===== config.mk =====
export PLATFORM = sky130hd
export DESIGN_NAME = ex_pipe_hazard_ctrl
export DESIGN_NICKNAME = d
export VERILOG_FILES = /design/src/rtl/pipe_ctrl_pkg.sv /design/src/rtl/load_use_detect.sv /design/src/rtl/ex_pipe_hazard_ctrl.sv
export SDC_FILE = /design/constraint.sdc
export NUM_CORES = 1
export LEC_CHECK = 0
export BUFFER_PORTS_ARGS = -buffer_cell sky130_fd_sc_hd__buf_4
export CAP_MARGIN = 10
export CORE_UTILIZATION = 41
export CTS_CLUSTER_DIAMETER = 30
export DETAILED_ROUTE_END_ITERATION = 10
export GPL_ROUTABILITY_DRIVEN = 0
export HOLD_SLACK_MARGIN = 0.08
export PLACE_DENSITY = 0.71
export REMOVE_ABC_BUFFERS = 1
export SKIP_LAST_GASP = 1
export SYNTH_ARGS = -nofsm -noshare
export SYNTH_HDL_FRONTEND = slang
export SYNTH_HIERARCHICAL = 1
export SYNTH_SLANG_ARGS = --single-unit

===== constraint.sdc =====
create_clock -name Clk -period 2.1 [get_ports Clk]
set_clock_uncertainty 0.2 [all_clocks]
set_input_delay 0.105 -clock Clk [delete_from_list [all_inputs] [get_ports Clk]]
set_output_delay 0.105 -clock Clk [all_outputs]
set_load 0.01 [all_outputs]

===== src/rtl/pipe_ctrl_pkg.sv =====
// Shared types and constants for the EX pipeline stall/flush sequencer.
package pipe_ctrl_pkg;

    typedef enum logic {
        RUN = 1'b0,
        SAD = 1'b1
    } sad_state_e;

    localparam logic [1:0] MEMREAD_NONE = 2'b00;
    localparam logic [4:0] REG_ZERO     = 5'd0;
    localparam int         NUM_EX       = 3;

    typedef struct packed {
        logic pc_write;
        logic ifid_write;
        logic idex1_bubble;
        logic ex1ex2_write;
        logic ex2ex3_bubble;
        logic flush_ifid;
        logic flush_idex1;
        logic flush_ex1ex2;
    } pipe_ctl_t;

    localparam pipe_ctl_t CTL_OFF    = '0;
    localparam pipe_ctl_t CTL_NORMAL = '{pc_write: 1'b1, ifid_write: 1'b1, idex1_bubble: 1'b0,
                                         ex1ex2_write: 1'b1, ex2ex3_bubble: 1'b0,
                                         flush_ifid: 1'b0, flush_idex1: 1'b0, flush_ex1ex2: 1'b0};

    // A destination matches an ID source only for a real register; $zero never hazards.
    function automatic logic src_hit(input logic [4:0] dst, input logic [4:0] rs,
                                     input logic [4:0] rt, input logic uses_rt);
        return (dst != REG_ZERO) && ((dst == rs) || (uses_rt && (dst == rt)));
    endfunction

endpackage


===== src/rtl/load_use_detect.sv =====
// Combinational load-use compare of the ID sources against the loads in EX1..EX3.
module load_use_detect
    import pipe_ctrl_pkg::*;
(
    input  logic [4:0]                rs_id,
    input  logic [4:0]                rt_id,
    input  logic                      uses_rt_id,
    input  logic [NUM_EX-1:0][1:0]    mem_read,
    input  logic [NUM_EX-1:0][4:0]    reg_dst,
    output logic                      load_hz
);

    logic [NUM_EX-1:0] stage_hit;

    for (genvar k = 0; k < NUM_EX; k++) begin : g_stage
        assign stage_hit[k] = (mem_read[k] != MEMREAD_NONE) &&
                              src_hit(reg_dst[k], rs_id, rt_id, uses_rt_id);
    end

    assign load_hz = |stage_hit;

endmodule


===== src/rtl/ex_pipe_hazard_ctrl.sv =====
// Stall/flush sequencer: load-use stalls, multi-cycle SAD freeze in EX2, EX3 jump flushes,
// plus saturating stall/flush cycle counters.
module ex_pipe_hazard_ctrl
    import pipe_ctrl_pkg::*;
#(
    parameter int SAD_CYCLES = 4,
    parameter int CNT_W      = 16
) (
    input  logic             Clk,
    input  logic             Reset,
    input  logic [4:0]       rs_ID,
    input  logic [4:0]       rt_ID,
    input  logic             uses_rt_ID,
    input  logic [1:0]       MemRead_EX1,
    input  logic [1:0]       MemRead_EX2,
    input  logic [1:0]       MemRead_EX3,
    input  logic [4:0]       RegDst1Result_EX1,
    input  logic [4:0]       RegDst1Result_EX2,
    input  logic [4:0]       RegDst1Result_EX3,
    input  logic             sad_EX2,
    input  logic             Jump_EX3,
    input  logic             JR_EX3,
    output logic             PCWrite,
    output logic             IFID_Write,
    output logic             IDEX1_Bubble,
    output logic             EX1EX2_Write,
    output logic             EX2EX3_Bubble,
    output logic             Flush_IFID,
    output logic             Flush_IDEX1,
    output logic             Flush_EX1EX2,
    output logic             sad_busy,
    output logic [CNT_W-1:0] stall_cnt,
    output logic [CNT_W-1:0] flush_cnt
);

    localparam int        SCNT_W   = (SAD_CYCLES > 2) ? $clog2(SAD_CYCLES - 1) : 1;
    localparam bit        SAD_MULTI = (SAD_CYCLES > 1);
    localparam logic [SCNT_W-1:0] SAD_INIT = (SAD_CYCLES > 2) ? SCNT_W'(SAD_CYCLES - 2) : '0;

    sad_state_e        state_q;
    logic [SCNT_W-1:0] cnt_q;
    logic [CNT_W-1:0]  stall_cnt_q, stall_cnt_d;
    logic [CNT_W-1:0]  flush_cnt_q, flush_cnt_d;
    logic              load_hz, flush, sad_stall;
    pipe_ctl_t         ctl;

    load_use_detect u_lud (
        .rs_id      (rs_ID),
        .rt_id      (rt_ID),
        .uses_rt_id (uses_rt_ID),
        .mem_read   ({MemRead_EX3, MemRead_EX2, MemRead_EX1}),
        .reg_dst    ({RegDst1Result_EX3, RegDst1Result_EX2, RegDst1Result_EX1}),
        .load_hz    (load_hz)
    );

    assign flush     = Jump_EX3 | JR_EX3;
    assign sad_stall = ((state_q == RUN) && sad_EX2 && SAD_MULTI) ||
                       ((state_q == SAD) && (cnt_q != '0));

    // Reset forces every enable low without waiting for a clock edge.
    always_comb begin
        ctl = CTL_NORMAL;
        if (flush) begin
            ctl.flush_ifid   = 1'b1;
            ctl.flush_idex1  = 1'b1;
            ctl.flush_ex1ex2 = 1'b1;
        end else if (sad_stall) begin
            ctl.pc_write      = 1'b0;
            ctl.ifid_write    = 1'b0;
            ctl.ex1ex2_write  = 1'b0;
            ctl.ex2ex3_bubble = 1'b1;
        end else if (load_hz) begin
            ctl.pc_write     = 1'b0;
            ctl.ifid_write   = 1'b0;
            ctl.idex1_bubble = 1'b1;
        end
        if (!Reset) ctl = CTL_OFF;
    end

    assign PCWrite       = ctl.pc_write;
    assign IFID_Write    = ctl.ifid_write;
    assign IDEX1_Bubble  = ctl.idex1_bubble;
    assign EX1EX2_Write  = ctl.ex1ex2_write;
    assign EX2EX3_Bubble = ctl.ex2ex3_bubble;
    assign Flush_IFID    = ctl.flush_ifid;
    assign Flush_IDEX1   = ctl.flush_idex1;
    assign Flush_EX1EX2  = ctl.flush_ex1ex2;
    assign sad_busy      = (state_q == SAD);

    // cnt counts the remaining stall cycles; the cnt==0 cycle lets EX2/EX3 capture the result.
    always_ff @(posedge Clk or negedge Reset) begin
        if (!Reset) begin
            state_q <= RUN;
            cnt_q   <= '0;
        end else if (flush) begin
            state_q <= RUN;
            cnt_q   <= '0;
        end else begin
            case (state_q)
                RUN: if (sad_EX2 && SAD_MULTI) begin
                    state_q <= SAD;
                    cnt_q   <= SAD_INIT;
                end
                SAD: if (cnt_q != '0) cnt_q <= cnt_q - SCNT_W'(1);
                     else             state_q <= RUN;
                default: begin
                    state_q <= RUN;
                    cnt_q   <= '0;
                end
            endcase
        end
    end

    always_comb begin
        stall_cnt_d = stall_cnt_q;
        flush_cnt_d = flush_cnt_q;
        if (!ctl.pc_write && (stall_cnt_q != '1)) stall_cnt_d = stall_cnt_q + CNT_W'(1);
        if (flush && (flush_cnt_q != '1))         flush_cnt_d = flush_cnt_q + CNT_W'(1);
    end

    always_ff @(posedge Clk or negedge Reset) begin
        if (!Reset) begin
            stall_cnt_q <= '0;
            flush_cnt_q <= '0;
        end else begin
            stall_cnt_q <= stall_cnt_d;
            flush_cnt_q <= flush_cnt_d;
        end
    end

    assign stall_cnt = stall_cnt_q;
    assign flush_cnt = flush_cnt_q;

endmodule

==> results.json, run 1 <==
{
  "powerDensity_nw_per_um2": 761,
  "global_routing_usage_summed_across_all_routing_layers_pct": 22.0,
  "portion_of_total_power_attributed_to_the_clock_network_pct": 22.0,
  "post_synth_xor_area_fraction_pct": 24.4,
  "cp_slowest_stage_delay_ns": 0.32,
  "drtIter0Drc": 99,
  "fin_ws_ns": 0.0803,
  "synthesized_area_fraction_occupied_by_ao_oa_aoi_and_oai_cells_pct": 6.97,
  "cpMaxStageDelayCell": "dfrtp_1",
  "detailroute.via_count": 1980,
  "synth_area_per_cell_sq_um": 10.2,
  "layout_commonest_cell": "buf_4",
  "die-height_microns": 73.9,
  "finalNetCount": 365,
  "cp_cell_sequence": "inv_1, ha_1, and2b_1, o21ai_1, buf_4, a32oi_4, buf_12, mux2_4",
  "crit_type": "reg -> reg",
  "detailedPlace.worstSlack_ns": -0.289,
  "max_slew_margin_pct": 66.5,
  "finalCritPeriodShare_pct": 96.2,
  "dp.final_hpwl_microns": 4180,
  "synthesized_area_fraction_occupied_by_and_or_nand_nor_cells_pct": 21.8,
  "vias_per_cell": 5.04,
  "ctsHtreeMaxLevel": 2,
  "setup.worst_path.start_class": "register",
  "antenna_cells_inserted": 0,
  "synth-adder-area-share_pct": 1.77,
  "root_buffer": "clkbuf_8",
  "chipWidth_microns": 73.9,
  "yosys_warnings": 6,
  "switching_component_of_the_power_mw": 0.798,
  "drive_gt1_share_pct": 42.0,
  "layout.cell_area.non_filler_sq_um": 3230,
  "finalWorstPathRequiredPeriod_ns": 2.02,
  "rsz0062_at_grt": "yes",
  "initial_utilization_pct": 43.7,
  "worst_ep_arrival_time_ns": 1.99,
  "clock_insertion_delay_worst_skew_ns": 0.29,
  "design.core.area_sq_um": 4850,
  "layout.core_utilization_pct": 66.6,
  "comb_power_share_pct": 38.9,
  "maxSlewViolCount": 0,
  "synth-seq-area-share_pct": 41.3,
  "max_vdd_drop_mv": 0.605,
  "drt_first_pass_iters": 4,
  "ys_types": 37,
  "routedWlPerCell_microns": 14.7,
  "cts_max_path_buffers": 2,
  "final.hold.worst_slack_ns": 0.185,
  "worst_slew_pin_slew_ns": 0.490,
  "fin_cells": 393,
  "cp_data_required_time_ns": 2.07,
  "p_sw_share_pct": 32.5,
  "report.final.hold_viol_count": 0,
  "cts_sinks": 35,
  "total_cell_area_at_the_placement_stage_sq_um": 2980,
  "final-setup-viol-count": 0,
  "io-pin-count": 78,
  "clk_transition_reported_paths_ns": 0.07,
  "drt_drc_violations_left": 0,
  "overall_power_after_layout_mw": 2.46,
  "via_count_of_the_first_global_routing_pass": 1868,
  "portBuffers": 77,
  "max_capacitance_violation_total": 0,
  "internal_power_mw": 1.66,
  "route.antenna.remaining_nets": 0,
  "grt_max_degree": 28,
  "num_rows": 25,
  "synth_top_family_by_area": "XOR/XNOR gates",
  "wire_length_of_the_first_global_routing_pass_microns": 9090,
  "synthesis.instances": 207,
  "routed_wirelength_microns": 5790,
  "ys_seq_elements": 35,
  "grt_antenna_before_repair": 0,
  "endpoint_kind": "register",
  "outcome": "completed",
  "clock.fmax_ghz": 0.495,
  "cellLeakagePower_nw": 1.53,
  "area_delta_synth_final_pct": 52.4,
  "hp-class": "in -> reg",
  "final.setup.tns_ns": 0,
  "cts-buffers-inserted": 5,
  "power.share.sequential_pct": 39.1,
  "synth.area.mux_share_pct": 1.06,
  "crit_fanout": 7,
  "syn_area_sq_um": 2120,
  "mostFrequentLayoutCells": "buf_4 (109), xnor2_1 (40), dfrtp_1 (35), xor2_1 (19), nand3_1 (15)",
  "die_area_sq_um": 5460,
  "dp_cells": 377,
  "tritoncts": "done",
  "globalRouteOverflowTotal": 0
}
-- path summary, 6_finish.rpt --
kind / startpoint / to / slack [ns] / depth (start not counted)
worst max-delay path: cnt_q[0] / stall_cnt[1] / 0.08 / 8
worst min-delay path: sad_EX2 / sad_busy / 0.18 / 5
worst max register to register: cnt_q[0] / stall_cnt[1] / 0.08 / 8
worst min register to register: flush_cnt[11] / flush_cnt[11] / 0.30 / 1
max in group asynchronous: Reset / flush_cnt[6] / 0.74 / 3
min in group asynchronous: Reset / flush_cnt[3] / 0.29 / 4
-- power groups by stage --
stage | logic [mW] | registers (mW) | clock network [mW]
floorplan | 0.311 | 1.04 | 0
global placement | 0.887 | 0.964 | 0
detailed placement | 0.904 | 0.973 | 0
CTS | 0.930 | 0.961 | 0.550
global route | 1.04 | 0.986 | 0.581
finish | 0.954 | 0.961 | 0.541
-- critical path: cells and delay by family, from the launching register on --
kind | cells | cell delay, ns
and+or+nand+nor | 1 | 0.20
DFF | 1 | 0.32
AOI/OAI and AO/OA | 2 | 0.32
muxes | 1 | 0.29
adders and majority gates | 1 | 0.19
buffers and inverters | 3 | 0.37
-- synth_stat cells --
library cell | instances | area share (%)
a311oi_2 | 1 | 0.71
or4_1 | 2 | 0.71
o221ai_2 | 2 | 1.4
o22ai_1 | 3 | 0.89
o21ai_0 | 1 | 0.24
nor3_1 | 3 | 0.71
nand4_1 | 12 | 3.5
and2_1 | 3 | 0.89
xnor2_1 | 40 | 17
or4_4 | 1 | 0.53
and4_4 | 2 | 1.1
or3b_1 | 1 | 0.41
ha_1 | 3 | 1.8
inv_1 | 5 | 0.89
clkbuf_1 | 1 | 0.18
xor2_1 | 19 | 7.9
a31oi_1 | 4 | 1.2
and4_1 | 3 | 1.2
nor4_1 | 2 | 0.59
or2_2 | 2 | 0.59
a221oi_1 | 1 | 0.41
a21oi_1 | 4 | 0.94
nor2b_1 | 2 | 0.59
and2b_1 | 1 | 0.35
and2_4 | 1 | 0.41
a32oi_2 | 1 | 0.77
buf_4 | 4 | 1.4
a2111oi_0 | 1 | 0.41
and3_1 | 9 | 2.7
nor2_1 | 7 | 1.2
nand3_1 | 16 | 3.8
dfrtp_1 | 35 | 41
nor3b_1 | 1 | 0.35
nand2_1 | 10 | 1.8
mux2_2 | 2 | 1.1
and3_2 | 1 | 0.35
buf_2 | 1 | 0.24
-- per-layer routing --
| layer | vias up | share of wire (%) | track usage, % |
|---|---|---|---|
| li1 | 973 | - | - |
| met1 | 929 | 44 | 28.9 |
| met2 | 70 | 50 | 37.0 |
| met3 | 8 | 4.6 | 3.70 |
| met4 | 0 | 1.4 | 7.05 |
| met5 | - | 0 | 0 |
-- cell families after synthesis --
kind of cell	Yosys count
buffers and inverters	11
DFF	35
muxes	2
and+or+nand+nor	79
xor gates and xnor gates	59
AOI/OAI and AO/OA	18
adders and majority gates	3
-- registers in the layout, summed over array words and instances (netlist names) --
name / flops
flush_cnt: 16
stall_cnt: 16
cnt_q: 2
sad_busy: 1
-- cell type report --
class,count,area (sq um)
multi-input combinational,161,1220
sequential,35,876
fill,406,1620
timing repair buffer,117,933
clock buffer,8,100
tap,67,83.8
inverter,5,18.8
-- timing repair --
item	4_1_cts	5_1_grt
pin swaps	1	1
gates resized for setup	1	8
cloned	0	1
hold endpoints to repair	38	0
hold buffers	6	0
setup buffers	1	0
setup endpoints to repair	13	5
Note: power is estimated with default switching activity, not from simulation.
==> run 2: changes to the inputs <==
--- a/config.mk
+++ b/config.mk
@@ -7,12 +7,12 @@
 export LEC_CHECK = 0
 export BUFFER_PORTS_ARGS = -buffer_cell sky130_fd_sc_hd__buf_4
 export CAP_MARGIN = 10
-export CORE_UTILIZATION = 41
+export CORE_UTILIZATION = 45
 export CTS_CLUSTER_DIAMETER = 30
 export DETAILED_ROUTE_END_ITERATION = 10
 export GPL_ROUTABILITY_DRIVEN = 0
 export HOLD_SLACK_MARGIN = 0.08
-export PLACE_DENSITY = 0.71
+export PLACE_DENSITY = 0.77
 export REMOVE_ABC_BUFFERS = 1
 export SKIP_LAST_GASP = 1
 export SYNTH_ARGS = -nofsm -noshare
==> constraint.sdc (replaced) <==
create_clock -name Clk -period 2.1 [get_ports Clk]
set_clock_uncertainty 0.2 [all_clocks]
set_input_delay 0.105 -clock Clk [delete_from_list [all_inputs] [get_ports Clk]]
set_output_delay 0.105 -clock Clk [all_outputs]
set_load 0.1 [all_outputs]
==> run 2 against run 1 <==
Against the previous run: the flow now finishes with violations (DRC); final cell count decreased by 5.6%; clock power decreased by 4.4%; die area shrank 8.7%; fmax decreased by 1.7%; cell area down 2.4%; via count up 0.20%; critical path type unchanged; largest power group is now combinational logic.
==> results.json, run 2 (synthesis results as in run 1) <==
{
  "root_buffer": "clkbuf_8",
  "cts_max_path_buffers": 2,
  "drtIter0Drc": 144,
  "worst_slew_pin_slew_ns": 0.831,
  "cts-buffers-inserted": 5,
  "design.core.area_sq_um": 4440,
  "layout.filler_cells": 335,
  "crit_path_start": "cnt_q[0]",
  "area_delta_synth_final_pct": 48.7,
  "antenna_cells_inserted": 0,
  "layout.cell_area.non_filler_sq_um": 3150,
  "timing.reg2reg.setup_slack_ns": 0.04,
  "wire_length_of_the_first_global_routing_pass_microns": 8790,
  "overall_power_after_layout_mw": 3.44,
  "initial_utilization_pct": 47.7,
  "outcome": "finished with violations",
  "detailedPlace.worstSlack_ns": -0.128,
  "setup.worst_path.start_class": "register",
  "cts_sinks": 35,
  "global_routing_usage_summed_across_all_routing_layers_pct": 22.7,
  "crit_fanout": 7,
  "hp-class": "in -> reg",
  "die_area_sq_um": 4990,
  "total_cell_area_at_the_placement_stage_sq_um": 2930,
  "drive_gt1_share_pct": 40.4,
  "grt_antenna_before_repair": 0,
  "maxSlewViolCount": 0,
  "powerDensity_nw_per_um2": 1090,
  "clock_insertion_delay_worst_skew_ns": 0.28,
  "max_vdd_drop_mv": 1.27,
  "ctsHtreeMaxLevel": 2,
  "route.antenna.remaining_nets": 0,
  "worst_r2r_endpoint": "stall_cnt[1]",
  "finalCritPeriodShare_pct": 97.9,
  "portBuffers": 77,
  "worst_hold_path.num_cells": 4,
  "cellLeakagePower_nw": 1.49,
  "endpoint_kind": "register",
  "max_capacitance_violation_total": 0,
  "chipWidth_microns": 70.6,
  "dp.final_hpwl_microns": 4200,
  "drt_first_pass_iters": 7,
  "max_slew_margin_pct": 44.4,
  "worstReg2RegStart": "cnt_q[0]",
  "globalRouteOverflowTotal": 0,
  "mostFrequentLayoutCells": "buf_4 (98), xnor2_1 (40), dfrtp_1 (35), xor2_1 (19), nand3_1 (15)",
  "worst_ep_arrival_time_ns": 2.01,
  "cp_data_required_time_ns": 2.06,
  "crit_path_end": "stall_cnt[1]",
  "finalNetCount": 358,
  "drt_drc_violations_left": 10,
  "crit_type": "reg -> reg",
  "failed_checks": "DRC",
  "cts.repair_timing.setup_buffer_count": 0,
  "ff_latch_area_sq_um": 876,
  "finalWorstPathRequiredPeriod_ns": 2.06,
  "final-setup-viol-count": 0,
  "clk_transition_reported_paths_ns": 0.06,
  "final.hold.worst_slack_ns": 0.127,
  "detailroute.via_count": 1984,
  "fin_ws_ns": 0.0448,
  "routedWlPerCell_microns": 14.9,
  "grt_max_degree": 20,
  "die-height_microns": 70.6,
  "clock.fmax_ghz": 0.487,
  "layout_commonest_cell": "buf_4",
  "reg2reg_depth": 8,
  "routed_wirelength_microns": 5520,
  "multi_input_area_sq_um": 1200,
  "io-pin-count": 78,
  "num_rows": 24,
  "tritoncts": "done",
  "via_count_of_the_first_global_routing_pass": 1938,
  "vias_per_cell": 5.35,
  "report.final.hold_viol_count": 0
}
## run 2: metal layers
layer | share of wire (%) | global-route usage [%]
met1 | 42 | 29.0
met2 | 51 | 38.8
met3 | 5.5 | 4.13
met4 | 2.1 | 8.00
met5 | 0 | 0
## run 2: cell type report
type	instances	area share (%)
clock buffer	8	3.18
inverter	5	0.675
multi-input combinational	161	38.1
sequential	35	27.8
tap	52	2.06
timing repair buffer	110	28.2
## run 2: per-stage QoR
step / instances / utilization [%] / setup TNS [ns]
6_report: 371 / 70.9 / 0
2_1_floorplan: 201 / - / -15.62
3_5_place_dp: 357 / 65.9 / -0.410
3_3_place_gp: 357 / 65.9 / -0.115
5_1_grt: 371 / 70.9 / -0.125
4_1_cts: 370 / 69.8 / 0
## run 2: worst min-delay path by stage
stage | slack [ns] | startpoint | to
floorplan | -0.39 | Reset | cnt_q[0]
global placement | -0.20 | Reset | stall_cnt[12]
detailed placement | -0.20 | Reset | stall_cnt[8]
CTS | 0.13 | sad_EX2 | cnt_q[1]
global route | 0.15 | sad_EX2 | cnt_q[1]
finish | 0.13 | sad_EX2 | cnt_q[1]
## run 2: report_power, final
part	internal (mW)	switching, mW
registers	0.816	0.157
clock network	0.299	0.218
logic	0.529	1.42
total	1.64	1.79
## run 2: worst max-delay path, cell delays in order (launching register included)
cell	delay (ns)
dfrtp_1	0.32
inv_1	0.05
ha_1	0.19
and2b_1	0.21
o21ai_1	0.06
buf_4	0.16
a32oi_2	0.24
buf_6	0.17
mux2_2	0.33
## run 2: repair_timing
item | in CTS | in global routing
resized for setup | 8 | 12
endpoints found under the setup margin | 2 | 7
pin swaps | 0 | 2
gates cloned | 0 | 1
hold endpoints to repair | 38 | 0
hold buffers | 5 | 0
